==> config.mk <==
export PLATFORM = sky130hd
export DESIGN_NAME = qspi_sram_responder
export DESIGN_NICKNAME = d
export VERILOG_FILES = /design/src/rtl/qspi_sram_responder_pkg.sv /design/src/rtl/qspi_sram_responder_in_sync.sv /design/src/rtl/qspi_sram_responder.sv
export SDC_FILE = /design/constraint.sdc
export NUM_CORES = 1
export LEC_CHECK = 0
export ABC_AREA = 1
export CAP_MARGIN = 25
export CORE_ASPECT_RATIO = 1.25
export CORE_UTILIZATION = 56
export CTS_CLUSTER_DIAMETER = 120
export CTS_CLUSTER_SIZE = 24
export DETAILED_ROUTE_END_ITERATION = 8
export PLACE_DENSITY = 0.78
export SLEW_MARGIN = 0
export SYNTH_ARGS = -nofsm -noshare
export SYNTH_HDL_FRONTEND = slang
export SYNTH_SLANG_ARGS = --single-unit
==> constraint.sdc <==
create_clock -name clk -period 2.7 [get_ports clk]
set_clock_uncertainty 0.1 [all_clocks]
set_input_delay 0.405 -clock clk [delete_from_list [all_inputs] [get_ports clk]]
set_output_delay 0.405 -clock clk [all_outputs]
set_load 0.01 [all_outputs]
==> src/rtl/qspi_sram_responder_pkg.sv <==
`default_nettype none
// ============================================================================
//  qspi_sram_defs
//  Shared definitions for the serial-SRAM responder: bus opcodes, the FSM
//  state encoding and the SQI read dummy-cycle count.
//  Revision: 1.0 - initial release
// ============================================================================
package qspi_sram_defs;

    localparam logic [7:0] CMD_READ  = 8'h03;
    localparam logic [7:0] CMD_WRITE = 8'h02;
    localparam logic [7:0] CMD_EQIO  = 8'h38;
    localparam logic [7:0] CMD_RSTIO = 8'hFF;

    // Dummy sck cycles between address and data on an SQI read
    localparam logic [1:0] DUMMY_CYCLES_SQI = 2'd2;

    typedef enum logic [2:0] {
        ST_IDLE   = 3'd0,
        ST_CMD    = 3'd1,
        ST_ADDR   = 3'd2,
        ST_DUMMY  = 3'd3,
        ST_RDATA  = 3'd4,
        ST_WDATA  = 3'd5,
        ST_IGNORE = 3'd6
    } state_t;

endpackage
`default_nettype wire

==> src/rtl/qspi_sram_responder_in_sync.sv <==
`default_nettype none
// ============================================================================
//  qspi_in_sync
//  Brings the serial-SRAM bus into the system clock domain.
//  cs_n and sio_i pass through two flops; sck passes through two flops plus
//  one history flop used for rise/fall detection, so the edge pulses line up
//  with the synchronized sio value captured on the same sck edge.
//  Ports:
//    clk, reset_n        system clock, async active-low reset
//    cs_n, sck, sio_i    raw bus inputs
//    cs_n_sync           synchronized chip select
//    sck_rise, sck_fall  one-clk pulses on synchronized sck edges
//    sio_sync            synchronized SIO inputs
//  Revision: 1.0 - initial release
// ============================================================================
module qspi_in_sync (
    input  logic       clk,
    input  logic       reset_n,
    input  logic       cs_n,
    input  logic       sck,
    input  logic [3:0] sio_i,
    output logic       cs_n_sync,
    output logic       sck_rise,
    output logic       sck_fall,
    output logic [3:0] sio_sync
);

    logic [1:0] r_cs_pipe;
    logic [2:0] r_sck_pipe;
    logic [3:0] r_sio_meta;
    logic [3:0] r_sio_sync;

    always_ff @(posedge clk or negedge reset_n) begin
        if (!reset_n) begin
            r_cs_pipe  <= 2'b11;
            r_sck_pipe <= 3'b000;
            r_sio_meta <= 4'h0;
            r_sio_sync <= 4'h0;
        end else begin
            r_cs_pipe  <= {r_cs_pipe[0], cs_n};
            r_sck_pipe <= {r_sck_pipe[1:0], sck};
            r_sio_meta <= sio_i;
            r_sio_sync <= r_sio_meta;
        end
    end

    assign cs_n_sync = r_cs_pipe[1];
    assign sck_rise  =  r_sck_pipe[1] & ~r_sck_pipe[2];
    assign sck_fall  = ~r_sck_pipe[1] &  r_sck_pipe[2];
    assign sio_sync  = r_sio_sync;

endmodule
`default_nettype wire

==> src/rtl/qspi_sram_responder.sv <==
`default_nettype none
// ============================================================================
//  qspi_sram_responder
//  23LC1024-style SPI/SQI serial-SRAM responder serving a byte-wide
//  synchronous memory port. Bus inputs are oversampled in clk.
//  Ports:
//    clk, reset_n              system clock, async active-low reset
//    cs_n, sck, sio_i          serial bus inputs
//    sio_o, sio_oe             serial bus outputs and per-line enables
//    mem_addr, mem_re          read request (mem_rdata valid next clk)
//    mem_rdata                 read data
//    mem_we, mem_wdata         one-cycle write strobe and data
//  Revision: 1.0 - initial release
// ============================================================================
module qspi_sram_responder
    import qspi_sram_defs::*;
#(
    parameter int ADDR_W = 17
) (
    input  logic              clk,
    input  logic              reset_n,
    input  logic              cs_n,
    input  logic              sck,
    input  logic [3:0]        sio_i,
    output logic [3:0]        sio_o,
    output logic [3:0]        sio_oe,
    output logic [ADDR_W-1:0] mem_addr,
    output logic              mem_re,
    input  logic [7:0]        mem_rdata,
    output logic              mem_we,
    output logic [7:0]        mem_wdata
);

    logic       w_cs_n;
    logic       w_rise;
    logic       w_fall;
    logic [3:0] w_sio;

    qspi_in_sync u_sync (
        .clk       (clk),
        .reset_n   (reset_n),
        .cs_n      (cs_n),
        .sck       (sck),
        .sio_i     (sio_i),
        .cs_n_sync (w_cs_n),
        .sck_rise  (w_rise),
        .sck_fall  (w_fall),
        .sio_sync  (w_sio)
    );

    state_t            r_state;
    logic              r_quad;
    logic              r_eqio_pend;
    logic              r_rstio_pend;
    logic              r_is_read;
    logic [4:0]        r_bitcnt;
    logic [1:0]        r_dummy_cnt;
    logic [23:0]       r_sh_in;
    logic [7:0]        r_sh_out;
    logic [7:0]        r_rd_buf;
    logic              r_re_d1;
    logic [3:0]        r_sio_o;
    logic [3:0]        r_sio_oe;
    logic [ADDR_W-1:0] r_mem_addr;
    logic              r_mem_re;
    logic              r_mem_we;
    logic [7:0]        r_mem_wdata;

    logic [4:0]        w_step;
    logic [4:0]        w_cnt_next;
    logic [23:0]       w_sh_next;
    logic [7:0]        w_rd_byte;
    logic [7:0]        w_out_src;
    logic              w_unused;

    assign w_step     = r_quad ? 5'd4 : 5'd1;
    assign w_cnt_next = r_bitcnt + w_step;
    assign w_sh_next  = r_quad ? {r_sh_in[19:0], w_sio} : {r_sh_in[22:0], w_sio[0]};
    // The first output edge can arrive in the same clk the read data
    // lands, so bypass the holding register in that cycle.
    assign w_rd_byte  = r_re_d1 ? mem_rdata : r_rd_buf;
    assign w_out_src  = (r_bitcnt == 5'd0) ? w_rd_byte : r_sh_out;
    assign w_unused   = r_sh_in[23];

    always_ff @(posedge clk or negedge reset_n) begin
        if (!reset_n) begin
            r_state      <= ST_IDLE;
            r_quad       <= 1'b0;
            r_eqio_pend  <= 1'b0;
            r_rstio_pend <= 1'b0;
            r_is_read    <= 1'b0;
            r_bitcnt     <= 5'd0;
            r_dummy_cnt  <= 2'd0;
            r_sh_in      <= 24'h0;
            r_sh_out     <= 8'h0;
            r_rd_buf     <= 8'h0;
            r_re_d1      <= 1'b0;
            r_sio_o      <= 4'h0;
            r_sio_oe     <= 4'h0;
            r_mem_addr   <= '0;
            r_mem_re     <= 1'b0;
            r_mem_we     <= 1'b0;
            r_mem_wdata  <= 8'h0;
        end else begin
            r_mem_re <= 1'b0;
            r_mem_we <= 1'b0;
            r_re_d1  <= r_mem_re;
            if (r_re_d1) begin
                r_rd_buf <= mem_rdata;
            end
            // Post-increment after each write strobe; wraps modulo 2^ADDR_W
            if (r_mem_we) begin
                r_mem_addr <= r_mem_addr + ADDR_W'(1);
            end

            // cs_n high dominates any sck edge seen in the same clk
            if (w_cs_n) begin
                r_state      <= ST_IDLE;
                r_bitcnt     <= 5'd0;
                r_sio_o      <= 4'h0;
                r_sio_oe     <= 4'h0;
                r_eqio_pend  <= 1'b0;
                r_rstio_pend <= 1'b0;
                if (r_eqio_pend) begin
                    r_quad <= 1'b1;
                end
                if (r_rstio_pend) begin
                    r_quad <= 1'b0;
                end
            end else begin
                case (r_state)
                    ST_IDLE: begin
                        r_state  <= ST_CMD;
                        r_bitcnt <= 5'd0;
                        r_sh_in  <= 24'h0;
                    end
                    ST_CMD: if (w_rise) begin
                        r_sh_in  <= w_sh_next;
                        r_bitcnt <= w_cnt_next;
                        if (w_cnt_next == 5'd8) begin
                            r_bitcnt <= 5'd0;
                            r_state  <= ST_IGNORE;
                            case (w_sh_next[7:0])
                                CMD_READ: begin
                                    r_is_read <= 1'b1;
                                    r_state   <= ST_ADDR;
                                end
                                CMD_WRITE: begin
                                    r_is_read <= 1'b0;
                                    r_state   <= ST_ADDR;
                                end
                                CMD_EQIO:  r_eqio_pend  <= ~r_quad;
                                CMD_RSTIO: r_rstio_pend <= 1'b1;
                                default:   r_state      <= ST_IGNORE;
                            endcase
                        end
                    end
                    ST_ADDR: if (w_rise) begin
                        r_sh_in  <= w_sh_next;
                        r_bitcnt <= w_cnt_next;
                        if (w_cnt_next == 5'd24) begin
                            r_bitcnt   <= 5'd0;
                            r_mem_addr <= w_sh_next[ADDR_W-1:0];
                            if (r_is_read) begin
                                r_mem_re    <= 1'b1;
                                r_dummy_cnt <= 2'd0;
                                r_state     <= r_quad ? ST_DUMMY : ST_RDATA;
                            end else begin
                                r_state <= ST_WDATA;
                            end
                        end
                    end
                    ST_DUMMY: if (w_rise) begin
                        r_dummy_cnt <= r_dummy_cnt + 2'd1;
                        if ((r_dummy_cnt + 2'd1) == DUMMY_CYCLES_SQI) begin
                            r_state <= ST_RDATA;
                        end
                    end
                    ST_RDATA: if (w_fall) begin
                        r_sio_oe <= r_quad ? 4'hF : 4'h2;
                        if (r_quad) begin
                            r_sio_o  <= w_out_src[7:4];
                            r_sh_out <= {w_out_src[3:0], 4'h0};
                        end else begin
                            r_sio_o  <= {2'b00, w_out_src[7], 1'b0};
                            r_sh_out <= {w_out_src[6:0], 1'b0};
                        end
                        // Last bit of the byte is on the wire: prefetch the next
                        if (w_cnt_next == 5'd8) begin
                            r_bitcnt   <= 5'd0;
                            r_mem_re   <= 1'b1;
                            r_mem_addr <= r_mem_addr + ADDR_W'(1);
                        end else begin
                            r_bitcnt <= w_cnt_next;
                        end
                    end
                    ST_WDATA: if (w_rise) begin
                        r_sh_in  <= w_sh_next;
                        r_bitcnt <= w_cnt_next;
                        if (w_cnt_next == 5'd8) begin
                            r_bitcnt    <= 5'd0;
                            r_mem_we    <= 1'b1;
                            r_mem_wdata <= w_sh_next[7:0];
                        end
                    end
                    ST_IGNORE: r_state <= ST_IGNORE;
                    default:   r_state <= ST_IDLE;
                endcase
            end
        end
    end

    assign sio_o     = r_sio_o;
    assign sio_oe    = r_sio_oe;
    assign mem_addr  = r_mem_addr;
    assign mem_re    = r_mem_re;
    assign mem_we    = r_mem_we;
    assign mem_wdata = r_mem_wdata;

endmodule
`default_nettype wire

Word-level counts from Yosys, hierarchy flattened
Index checks and enable logic that the tools add are counted.
Storage, ports and cells
  latch bits: 0
  register bits: 95
  bits of input ports: 16
  output and inout bits: 35
  bits in read-only memories: 0
  RAM bits: 0
  memories kept: 0
Operators by class
  reduce and logical (&&, ||, !) cells: 29
  equality and inequality tests: 27
  mux-type cells: 68
  $mul: 0
  divide/modulo/power cells: 0
  $lt $le $gt $ge: 0
  bitwise logic cells: 6
  shift operators: 0
  $add $sub $neg: 3
Operator list (number)
  17-bit 2-to-1 mux: 7
  17-bit one-hot mux with 2 select lines: 1
  3-bit 2-to-1 mux: 11
  4-bit 2-to-1 mux: 8
  16-bit one-hot mux with 2 select lines: 1
  5-bit 2-to-1 mux: 6
  8-bit 2-to-1 mux: 3
  2-bit nonzero test: 11
  1-bit 2-to-1 mux: 21
  5-bit one-hot mux with 4 select lines: 1
  3-bit one-hot mux with 6 select lines: 1
  17-bit by 1-bit adder with 17-bit output (second input constant): 1
  8-bit by 2-bit equality test with 1-bit output (second input constant): 2
  16-bit 2-to-1 mux: 1
  4-bit AND reduction: 4
  3-bit by 1-bit != test with 1-bit output (second input constant): 5
  3-bit equality test (second input constant): 3
  3-bit by 2-bit != test with 1-bit output (second input constant): 3
  8-bit by 6-bit equality test with 1-bit output (second input constant): 1
  8-bit equality test (second input constant): 1
  2-bit 2-to-1 mux: 4
  2-bit by 1-bit != test with 1-bit output (second input constant): 4
  7-bit AND reduction: 1
  3-bit by 2-bit equality test with 1-bit output (second input constant): 2
  other kinds (20): 30

Logic depth before layout (Yosys ltp)
Gate-level depths: netlist of the first run.
  word-level depth: 8
  mapped depth: 16
  mapped depth without buffers: 14

By module
A second synthesis of the first run with hierarchy kept.
Second synthesis, totals
  cells, all modules: 756
  area, all modules: 5422.7 sq um
Modules (own cells, without submodules)
  qspi_sram_responder: cells an instance 739, seq. area each 1976.9 sq um, area each 5079.9 sq um, instances 1
  qspi_in_sync: cells an instance 17, seq. area each 327.8 sq um, area each 342.8 sq um, instances 1

Worst setup path after synthesis of the first run
Ideal clock, no wire load.
  kind: reg-to-reg
  start: register r_quad
  end: register r_mem_addr[10], in the netlist mem_addr[10]
  arrival: 2.194 ns
  buffers on the path: 2
  path slack: 0.289 ns
  clock period less this slack: 2.411 ns
  stages on the path, launching flop included: 16
  cell sequence: dfrtp_1 buf_2 inv_1 ha_1 ha_1 inv_1 nand2_1 a21oi_4 nand3_4 nor2_8 buf_12 nand2_2 nand3_1 nand2_1 nand2_1 nand2_1
On the way
  cells in the longest elaborated chain, start to end: 7
  elaborated cells on any way between the ends: 11
  classes of those cells: add/sub (1); eq/ne (2); mux (8)
Ends and longest elaborated chain
  from (decl): RTL line qspi_sram_responder.sv:52  | logic r_quad;
  from (signal assigned): RTL line qspi_sram_responder.sv:88  | r_quad <= 1'b0;
  from (signal assigned): RTL line qspi_sram_responder.sv:125  | r_quad <= 1'b1;
  from (signal assigned): RTL line qspi_sram_responder.sv:128  | r_quad <= 1'b0;
  3-bit 2-to-1 mux: RTL line qspi_sram_responder.sv:76  | assign w_step = r_quad ? 5'd4 : 5'd1;
  5-bit by 3-bit adder with 5-bit output: RTL line qspi_sram_responder.sv:77  | assign w_cnt_next = r_bitcnt + w_step;
  5-bit by 4-bit equality test with 1-bit output or 5-bit equality test (tied branches): RTL line qspi_sram_responder.sv:189, qspi_sram_responder.sv:161
  17-bit 2-to-1 mux (on tied branches): RTL line qspi_sram_responder.sv:189, qspi_sram_responder.sv:161
  17-bit 2-to-1 mux (on tied branches): RTL line qspi_sram_responder.sv:179, qspi_sram_responder.sv:158
  17-bit one-hot mux with 2 select lines (*): RTL line qspi_sram_responder.sv:131  | case (r_state)
  17-bit 2-to-1 mux (*): RTL line qspi_sram_responder.sv:117  | if (w_cs_n) begin
  to (signal assigned): RTL line qspi_sram_responder.sv:113  | r_mem_addr <= r_mem_addr + ADDR_W'(1);
  to (signal assigned): RTL line qspi_sram_responder.sv:163  | r_mem_addr <= w_sh_next[ADDR_W-1:0];
  to (signal assigned): RTL line qspi_sram_responder.sv:192  | r_mem_addr <= r_mem_addr + ADDR_W'(1);
  to (decl): RTL line qspi_sram_responder.sv:64  | logic [ADDR_W-1:0] r_mem_addr;
Mark *: on every way between the ends. The rest lies on a longest branch, timed or not.
A chain may end at the register's enable or synchronous reset.

Worst setup path after layout of the first run
  start: register r_quad
  end: register r_mem_addr[7], in the netlist mem_addr[7]
The elaborated chain is that of the path after synthesis.

==> results of run 1 <==
-- layout make-up --
cell class                 count  area, sq um
clock buffer                  10          229
timing repair buffer          57          566
sequential                    92         2300
clock inverter                 6         71.3
inverter                      98          368
fill                         849         3150
tap                          126          158
multi-input combinational    585         2860
-- metal layers --
layer | vias up | share of wire | global-route usage
li1 | 2654 | - | -
met1 | 2596 | 0.41 | 0.352
met2 | 216 | 0.50 | 0.498
met3 | 43 | 0.062 | 0.0571
met4 | 0 | 0.030 | 0.129
met5 | - | 0 | 0
-- final timing paths --
kind | from | endpoint | cells after the start
max in group asynchronous | reset_n | r_sh_in[11] | 3
min in group asynchronous | reset_n | sio_oe[1] | 2
setup / recovery | r_quad | mem_addr[7] | 13
hold / removal | u_sync.r_sck_pipe[0] | u_sync.r_sck_pipe[1] | 0
hold reg to reg | u_sync.r_sck_pipe[0] | u_sync.r_sck_pipe[1] | 0
setup reg to reg | r_quad | mem_addr[7] | 13
-- synthesized netlist by cell type, drive strengths merged --
library cell and n:
a32o 1, dfrtp 90, xnor2 3, nand2 293, and2 3, xor2 1
nand4 7, nor4 2, nand3b 1, a21oi 7, dfstp 2, o21ai 76
nand3 99, a2111oi 1, a31oi 1, o21a 2, a22oi 2, ha 5
clkbuf 6, o221ai 2, nor3 6, mux2i 4, buf 20, a21boi 1
a22o 1, mux2 1, nor2 56, inv 98, o31ai 7, a211oi 1
o21bai 2
-- registers in the layout, indices dropped and copies added, names as in the netlist, 5 cells and up --
name / cells
r_sh_in: 16
mem_addr: 17
r_rd_buf: 8
r_bitcnt: 5
r_sh_out: 7
mem_wdata: 8
-- timing repair --
| action | in CTS | in global routing |
|---|---|---|
| buffers inserted | 0 | 0 |
| hold endpoints to repair | 40 | 0 |
| hold buffers | 1 | 0 |
| gates resized for setup | 0 | 0 |
-- cells by family after synthesis --
kind of cell               Yosys count
AOI/OAI and AO/OA                  104
xor gates and xnor gates             4
adders and majority gates            5
buffers and inverters              124
DFF                                 92
muxes                                5
and+or+nand+nor                    467
-- cell usage in the layout, fill, tap and decap left out, drive strengths merged, types with 6 or more instances in the layout --
master         count
nand2            293
inv              100
nand3             99
dfrtp             90
o21ai             76
nor2              56
clkdlybuf4s50     49
clkbuf            10
o31ai              7
a21oi              7
buf                7
nand4              7
nor3               6
-- power breakdown --
| part | switching (uW) | leakage (uW) | internal (uW) |
|---|---|---|---|
| combinational | 838 | 0.00193 | 311 |
| clock | 549 | 0.000140 | 726 |
| sequential | 90.1 | 0.00123 | 1500 |
-- worst max-delay path, stage by stage, from the launching register on --
cell	delay, ns
dfrtp_1	0.39
inv_1	0.09
ha_1	0.22
ha_1	0.30
inv_1	0.06
nand2_1	0.07
a21oi_4	0.24
nand3_4	0.18
nor2_8	0.31
nand2_1	0.10
nand3_1	0.11
nand2_1	0.07
nand2_1	0.06
nand2_1	0.05
-- through the flow --
stage          area, sq um  instances  hold WS, ns
6_report              6560        974        0.253
5_1_grt               6560        974        0.259
4_1_cts               6560        974        0.257
3_5_place_dp          6250        957        0.236
3_3_place_gp          6250        957        0.237
2_1_floorplan         5680        801      0.00941
==> metrics.txt, run 1 <==
status=finished, final reports clean; CP arrival=2.60 ns; Compound-Gate Fraction of Synth Area=0.110; initial core utilization=0.585; FP Rows=40; Mapped Avg Cell Area=7.09 sq um; Seq/Total Area, Yosys=0.406; RSZ-0062 raised after global routing=no; first-pass GRT wire length=24.2 mm; clock buffer depth=2; Layout area overhead=15.5%; Final WS setup=0.230 ns; Pleak=0.00330 uW; clock sinks=92; Worst Tran Pin Value=0.841 ns; Peak VDD IR=0.486 mV; DR pass1 iterations=6; Routed WL=14.5 mm; CTS tree=done; Hold Vio Cnt, Final=0; adder-cell share of the synthesized area=0.0110; antenna violations before repair=0; f_max=0.405 GHz; synthesized cell area=5680 sq um; DR vias=5509; PD cells=612 nW/um^2; GRT overflow=0; post-route DRC violation count=0; Synth Net Count=822; PortBufs=50; r2r setup slk=0.23 ns; CP Data Required Time=2.83 ns; Setup WS pre-CTS=0.309 ns; vias in the first global route=5247; Final TNS setup=0 ns; period utilisation layout=0.915; hold crit path type=reg -> reg; total die area=10600 sq um; Util after Layout=0.675; Skew-Pair Late Insertion Delay=0.34 ns; Post-Synth Simple-Gate Area=0.368; number of max-cap violations=0; Final Power=4010 uW; yosys warns=0; TritonCTS buffer count=9; pin count of the biggest net entering global routing=51; Slew headroom=0.439; Crit Path Max Fanout=16; Final ANT Viol Nets=0; clock slew at reported path FFs=0.07 ns; DR iter-0 viols=446; Final setup viols=0; GR Util All Layers=0.289; wire per inst=14.8 microns; area leader, netlist=dfrtp_1; share of post-route cells with drive strength above 1=0.0908; fin. max-slew vios=0; crit path launch type=register; root buffer cell=clkbuf_16; Core Area=9710 sq um; H-tree levels=3; Post-DP HPWL=10.4 mm; xor/xnor share of the synthesized area=0.00617; crit path kind=reg -> reg; post-synth cell types=49; largest cells by area after synthesis=dfrtp_1 40%, nand2_1 18%, nand3_1 8.5%; die height=115 microns; gpl congestion=0.932; Synth Instances=801; largest family of logic cells by synthesized area=simple AND/OR/NAND/NOR gates; Min Clock Period, post-route=2.47 ns; critical path endpoint category=register; Ports=51; Ant. Diodes=0; Die W=92.1 microns; post-synthesis register bit count=92; Synth top area share=0.397; via density per instance=5.66; mux cell area share after synthesis=0.00903; nets=864
(Power assumes the default switching activity.)
==> run 2: changes to the inputs <==
Settings changed: ABC_CLOCK_PERIOD_IN_PS set to 2700, CAP_MARGIN 25 to 15.
==> results of run 2 <==
No change in the layout: final DEF, timing and power equal those of run 1.
==> run 3: changes to the inputs <==
Settings changed: CORE_UTILIZATION 56 to 55, PLACE_DENSITY 0.78 to 0.77.
==> run 3 against run 2 <==
Compared with the run above:
- register-to-register slack barely moved
- critical path type unchanged
- worst setup slack got worse by 0.0096 ns
- die area rose by 1.8%
==> metrics.txt, run 3 (synthesized netlist as in run 1, its figures left out) <==
status=finished, final reports clean; Final ANT Viol Nets=0 (unchanged); nets=865 (+0.12%); post-route cell area=6570 sq um (+0.15%); cell family with most CP delay=simple AND/OR/NAND/NOR gates; gpl congestion=0.891 (-4.3%); Worst R2R Path Depth=13 (unchanged); pin count of the biggest net entering global routing=51 (unchanged); hold crit path type=reg -> reg; Hold Vio Cnt, Final=0 (unchanged); number of max-cap violations=0 (unchanged); DR iter-0 viols=358 (-20%); Skew-Pair Late Insertion Delay=0.34 ns (about the same); clock slew at reported path FFs=0.06 ns (about the same); r2r setup slk=0.22 ns (about the same); commonest non-fill, non-tap cell in the layout=nand2_1; root buffer cell=clkbuf_16; PortBufs=50 (unchanged); Die W=92.9 microns (+0.89%); most used cell, CP=nand2_1; vias in the first global route=5081 (-3.2%); Crit Path Max Fanout=11 (-5); CTS tree=done; CP max-delay cell=dfrtp_1; hold path start=u_sync.r_sio_meta[0]; DR vias=5488 (-0.38%); Min Clock Period, post-route=2.48 ns (+0.00956 ns); initial core utilization=0.565 (-0.0201); DR pass1 iterations=8 (+2); wire per inst=15.1 microns (+1.5%); Core Area=10100 sq um (+3.6%); first-pass GRT wire length=24.5 mm (+1.1%); via density per instance=5.62 (-0.69%); antenna violations before repair=0 (unchanged); share of post-route cells with drive strength above 1=0.0920 (+0.00118); Pleak=0.00331 uW (+0.30%); Ports=51 (unchanged); worst r2r dst=mem_addr[3]; GR Util All Layers=0.291 (+0.00141); critical path endpoint category=register; Worst Tran Pin Value=0.652 ns (-0.190 ns); clock buffer depth=2 (unchanged); TritonCTS buffer count=9 (unchanged); H-tree levels=3 (unchanged); Final TNS setup=0 ns (unchanged); Final setup viols=0 (unchanged); period utilisation layout=0.918 (+0.00354); Max stage delay on crit path=0.38 ns (about the same); clock sinks=92 (unchanged); Layout area overhead=15.6%; crit path kind=reg -> reg; CP Data Required Time=2.83 ns (about the same); die height=116 microns (+0.89%); f_max=0.403 GHz (-0.39%); Hold Path Cell Cnt=0 (unchanged); post-route DRC violation count=0 (unchanged); Routed WL=14.7 mm (+1.8%); RSZ-0062 raised after global routing=no; post-CTS setup buffers=0 (unchanged); Hold Path End=u_sync.sio_sync[0]; CP cell instances=inv_1 > ha_1 > ha_1 > inv_1 > nand2_1 > a21oi_4 > nand4_2 > inv_1 > nand2_1 > nand3_1 > nand2_1 > nand2_1 > nand2_1; PD cells=616 nW/um^2 (+0.76%); cts hold-fix bufs=1 (unchanged); CP arrival=2.61 ns (about the same); Peak VDD IR=0.684 mV (+41%); Cell Area, Placed=6260 sq um (+0.18%); Slew headroom=0.566 (+0.127); crit path launch type=register; reg2reg start=r_quad; fin. max-slew vios=0 (unchanged); # resized after CTS=0 (unchanged); Post-DP HPWL=10.4 mm (-0.27%); GRT overflow=0 (unchanged); total die area=10700 sq um (+1.8%); Bufs and invs on worst path=3 (+1); Ant. Diodes=0 (unchanged); FP Rows=41 (+2.5%); max FFs per register=17 (unchanged); most frequent cells in the layout=277 x nand2_1, 96 x nand3_1, 90 x dfrtp_1
[run 3: changes by cell type in the layout (fill, tap and decap cells not counted)]
cell        previous run  this run
clkinv_4               1         0
clkinvlp_4             2         1
buf_4                  6         7
clkinv_2               0         1
clkbuf_8               0         1
clkbuf_1               1         0
[run 3: cell type report]
cell class / instances / area [sq um]
Timing Repair Buffer: 58 / 573
Clock buffer: 10 / 239
Inverter: 98 / 368
Fill cell: 905 / 3490
Multi-Input combinational cell: 585 / 2860
Tap cell: 129 / 161
Clock inverter: 5 / 60.1
Sequential cell: 92 / 2300
[run 3: how the worst max path moves through the flow]
stage,start,endpoint,slack [ns],depth (start not counted)
3_5_place_dp,r_quad,mem_addr[9],0.28,13
4_1_cts,r_quad,mem_addr[3],0.22,13
5_1_grt,r_quad,mem_addr[4],0.02,13
3_3_place_gp,r_quad,mem_addr[11],0.39,13
6_report,r_quad,mem_addr[3],0.22,13
2_1_floorplan,r_quad,mem_addr[10],0.29,15
[run 3: worst reg2reg max path, delay by kind of cell, from the launching register on]
family                     cells  cell delay, ns
DFF                            1            0.38
adders and majority gates      2            0.50
and+or+nand+nor                7            0.66
buffers and inverters          3            0.48
AOI/OAI and AO/OA              1            0.26
[run 3: power breakdown]
part | switching (uW) | internal, uW | leakage, uW
combinational | 849 | 315 | 0.00193
sequential | 91.7 | 1500 | 0.00123
clock | 551 | 743 | 0.000145
[run 3: metrics by stage]
step / hold slack (ns) / util / setup WS [ns] / power [uW] / std cells
after global placement: 0.235 / 0.622 / 0.387 / 2730 / 961
after floorplan: 0.00941 / - / 0.289 / 2420 / 801
after CTS: 0.254 / 0.653 / 0.224 / 4040 / 977
final: 0.252 / 0.653 / 0.221 / 4050 / 977
after detailed placement: 0.240 / 0.622 / 0.284 / 2740 / 961
after global routing: 0.256 / 0.653 / 0.0197 / 4260 / 977
[run 3: metal layers]
metal	track usage	share of wire	up-vias
met4	0.111	0.021	0
met5	0	0	-
met2	0.485	0.49	239
met1	0.390	0.42	2567
li1	-	-	2656
met3	0.0341	0.065	26
==> RTL edit (settings of run 3) <==
The parameter `ADDR_W` goes from 17 to 19.
--- a/src/rtl/qspi_sram_responder.sv
+++ b/src/rtl/qspi_sram_responder.sv
@@ -15,7 +15,7 @@
 module qspi_sram_responder
     import qspi_sram_defs::*;
 #(
-    parameter int ADDR_W = 17
+    parameter int ADDR_W = 19
 ) (
     input  logic              clk,
     input  logic              reset_n,
Interface: changed (resized mem_addr); port bits go from 51 to 53. The function was not compared with the original's and may differ.
==> RTL edit against run 3 <==
Worst setup slack worse by 0.075 ns; power increased by 2.4%; critical path depth did not move; wire length grew 6.2%; die area is 3.4% higher; final area grew 3.8%; core utilization grew 1.2 points; synthesized area up 3.5%; sequential cell count is 4 higher; largest cell class unchanged; largest power group unchanged.
==> RTL edit: results (changes against run 3) <==
SYNTH_COMMON_CELLS='nand2_1, nand3_1, inv_1, dfrtp_1, o21ai_0'
GPL.FINAL_WEIGHTED_CONGESTION=0.904  # +1.4%
YOSYS-TOP-CELLS-AREA='dfrtp_1, nand2_1, nand3_1'
SYNTHCELLS=840  # +4.9%
SYNTH.NET_COUNT=861  # +4.7%
FINAL.FILL_COUNT=889  # -1.8%
PLACED_CELL_AREA_MM2=0.00649  # +3.8%
CRIT_ARRIVAL_NS=2.69  # +0.08 ns
SYNTHDISTINCTLIBCELLS=47  # -4.1%
NETS=908  # +5.0%
FIRST_GLOBAL_VIAS=5589  # +10%
DP_CELLS=1003  # +4.4%
GRT_MAX_DEGREE=58  # +14%
GRT_USE_MET1_PCT=37.0  # -2.0 points
POST-ROUTE-MIN-PERIOD_NS=2.55  # +0.0749 ns
GRT.MET2_USAGE_PCT=49.7  # +1.2 points
MAXSLEWHEADROOM_PCT=44.9  # -12 points
IR_DROP_WORST_CASE_VDD_mV=0.644  # -5.9%
FLIP_FLOP_COUNT_OF_THE_LARGEST_REGISTER_AFTER_LAYOUT=19  # +2
PLACEMENT.SETUP.WORST_SLACK_NS=0.116  # -0.168 ns
MET3WIRELENGTH_UM=834  # -13%
GROUTE.LAYER.MET3.USAGE_PCT=5.10  # +1.7 points
ROUTE.MET2.WL_MM=7.93  # +9.5%
DRTPASS1ITERATIONS=5  # -3
IO_BUFFERS=52  # +4.0%
FINAL_LAYOUT_SIZE_SUFFIX_GT1_SHARE_PCT=6.61  # -2.6 points
FF2FF_SETUP_SLACK_NS=0.15  # -0.07 ns
OUTCOME='completed'
NUMBER_OF_DRC_VIOLATIONS_AFTER_DETAILED_ROUTING_ITERATION_0=468  # +31%
GRT_USE_TOTAL_PCT=29.7  # +0.58 points
RTL edit: changes by cell type in the layout (fill, tap and decap cells not counted), moves of 7 or more:
cell / before / now
o21ai_0: 65 / 86
o21ai_2: 9 / 0
nand2_2: 14 / 4
nand4_1: 5 / 13
buf_4: 7 / 16
inv_1: 86 / 100
o21ai_1: 2 / 9
nor2_1: 47 / 54
inv_2: 12 / 2
nand3_1: 96 / 105
RTL edit: kinds of logic (layout without fill, tap and decap cells):
family	count (synthesis)	after routing	share of synthesized area [%]
AND/OR/NAND/NOR	476	476	35.5
buffers and inverters	135	187	9.69
AO/OA/AOI/OAI	120	120	11.6
flip-flops	96	96	40.9
XOR/XNOR	7	7	1.04
adder cells (fa/ha/maj)	5	5	1.06
multiplexers	1	1	0.170
RTL edit: power by group:
group	switching (µW)	total, µW	internal [µW]
logic	800	1150	355
clock network	591	1330	738
registers	104	1660	1560
RTL edit: cell type report:
class                           instances  area [µm²]  area share (%)
Sequential cell                        96        2400            35.3
Timing Repair Buffer                   69         661            9.69
Multi-Input combinational cell        609        2910            42.6
Clock buffer                           10         229            3.36
Tap cell                              129         161            2.37
Clock inverter                          6        76.3            1.12
Inverter                              102         383            5.61
RTL edit: worst max-delay path, cell delays in order (launching register included):
cell and delay, ns:
dfrtp_1 0.37, inv_1 0.09, ha_1 0.22, ha_1 0.29, or2_1 0.24, a21oi_4 0.17, buf_4 0.15, nand3_4 0.14
nor2_8 0.28, nand2_1 0.11, nand3_1 0.10, o21ai_0 0.08, nand2_1 0.07, nand2_1 0.05
RTL edit: repair_timing:
action | CTS | global route
resized for setup | 0 | 1
endpoints found under the hold margin | 16 | 0
setup endpoints to repair | 0 | 7
setup buffers | 0 | 1
hold buffers | 1 | 0
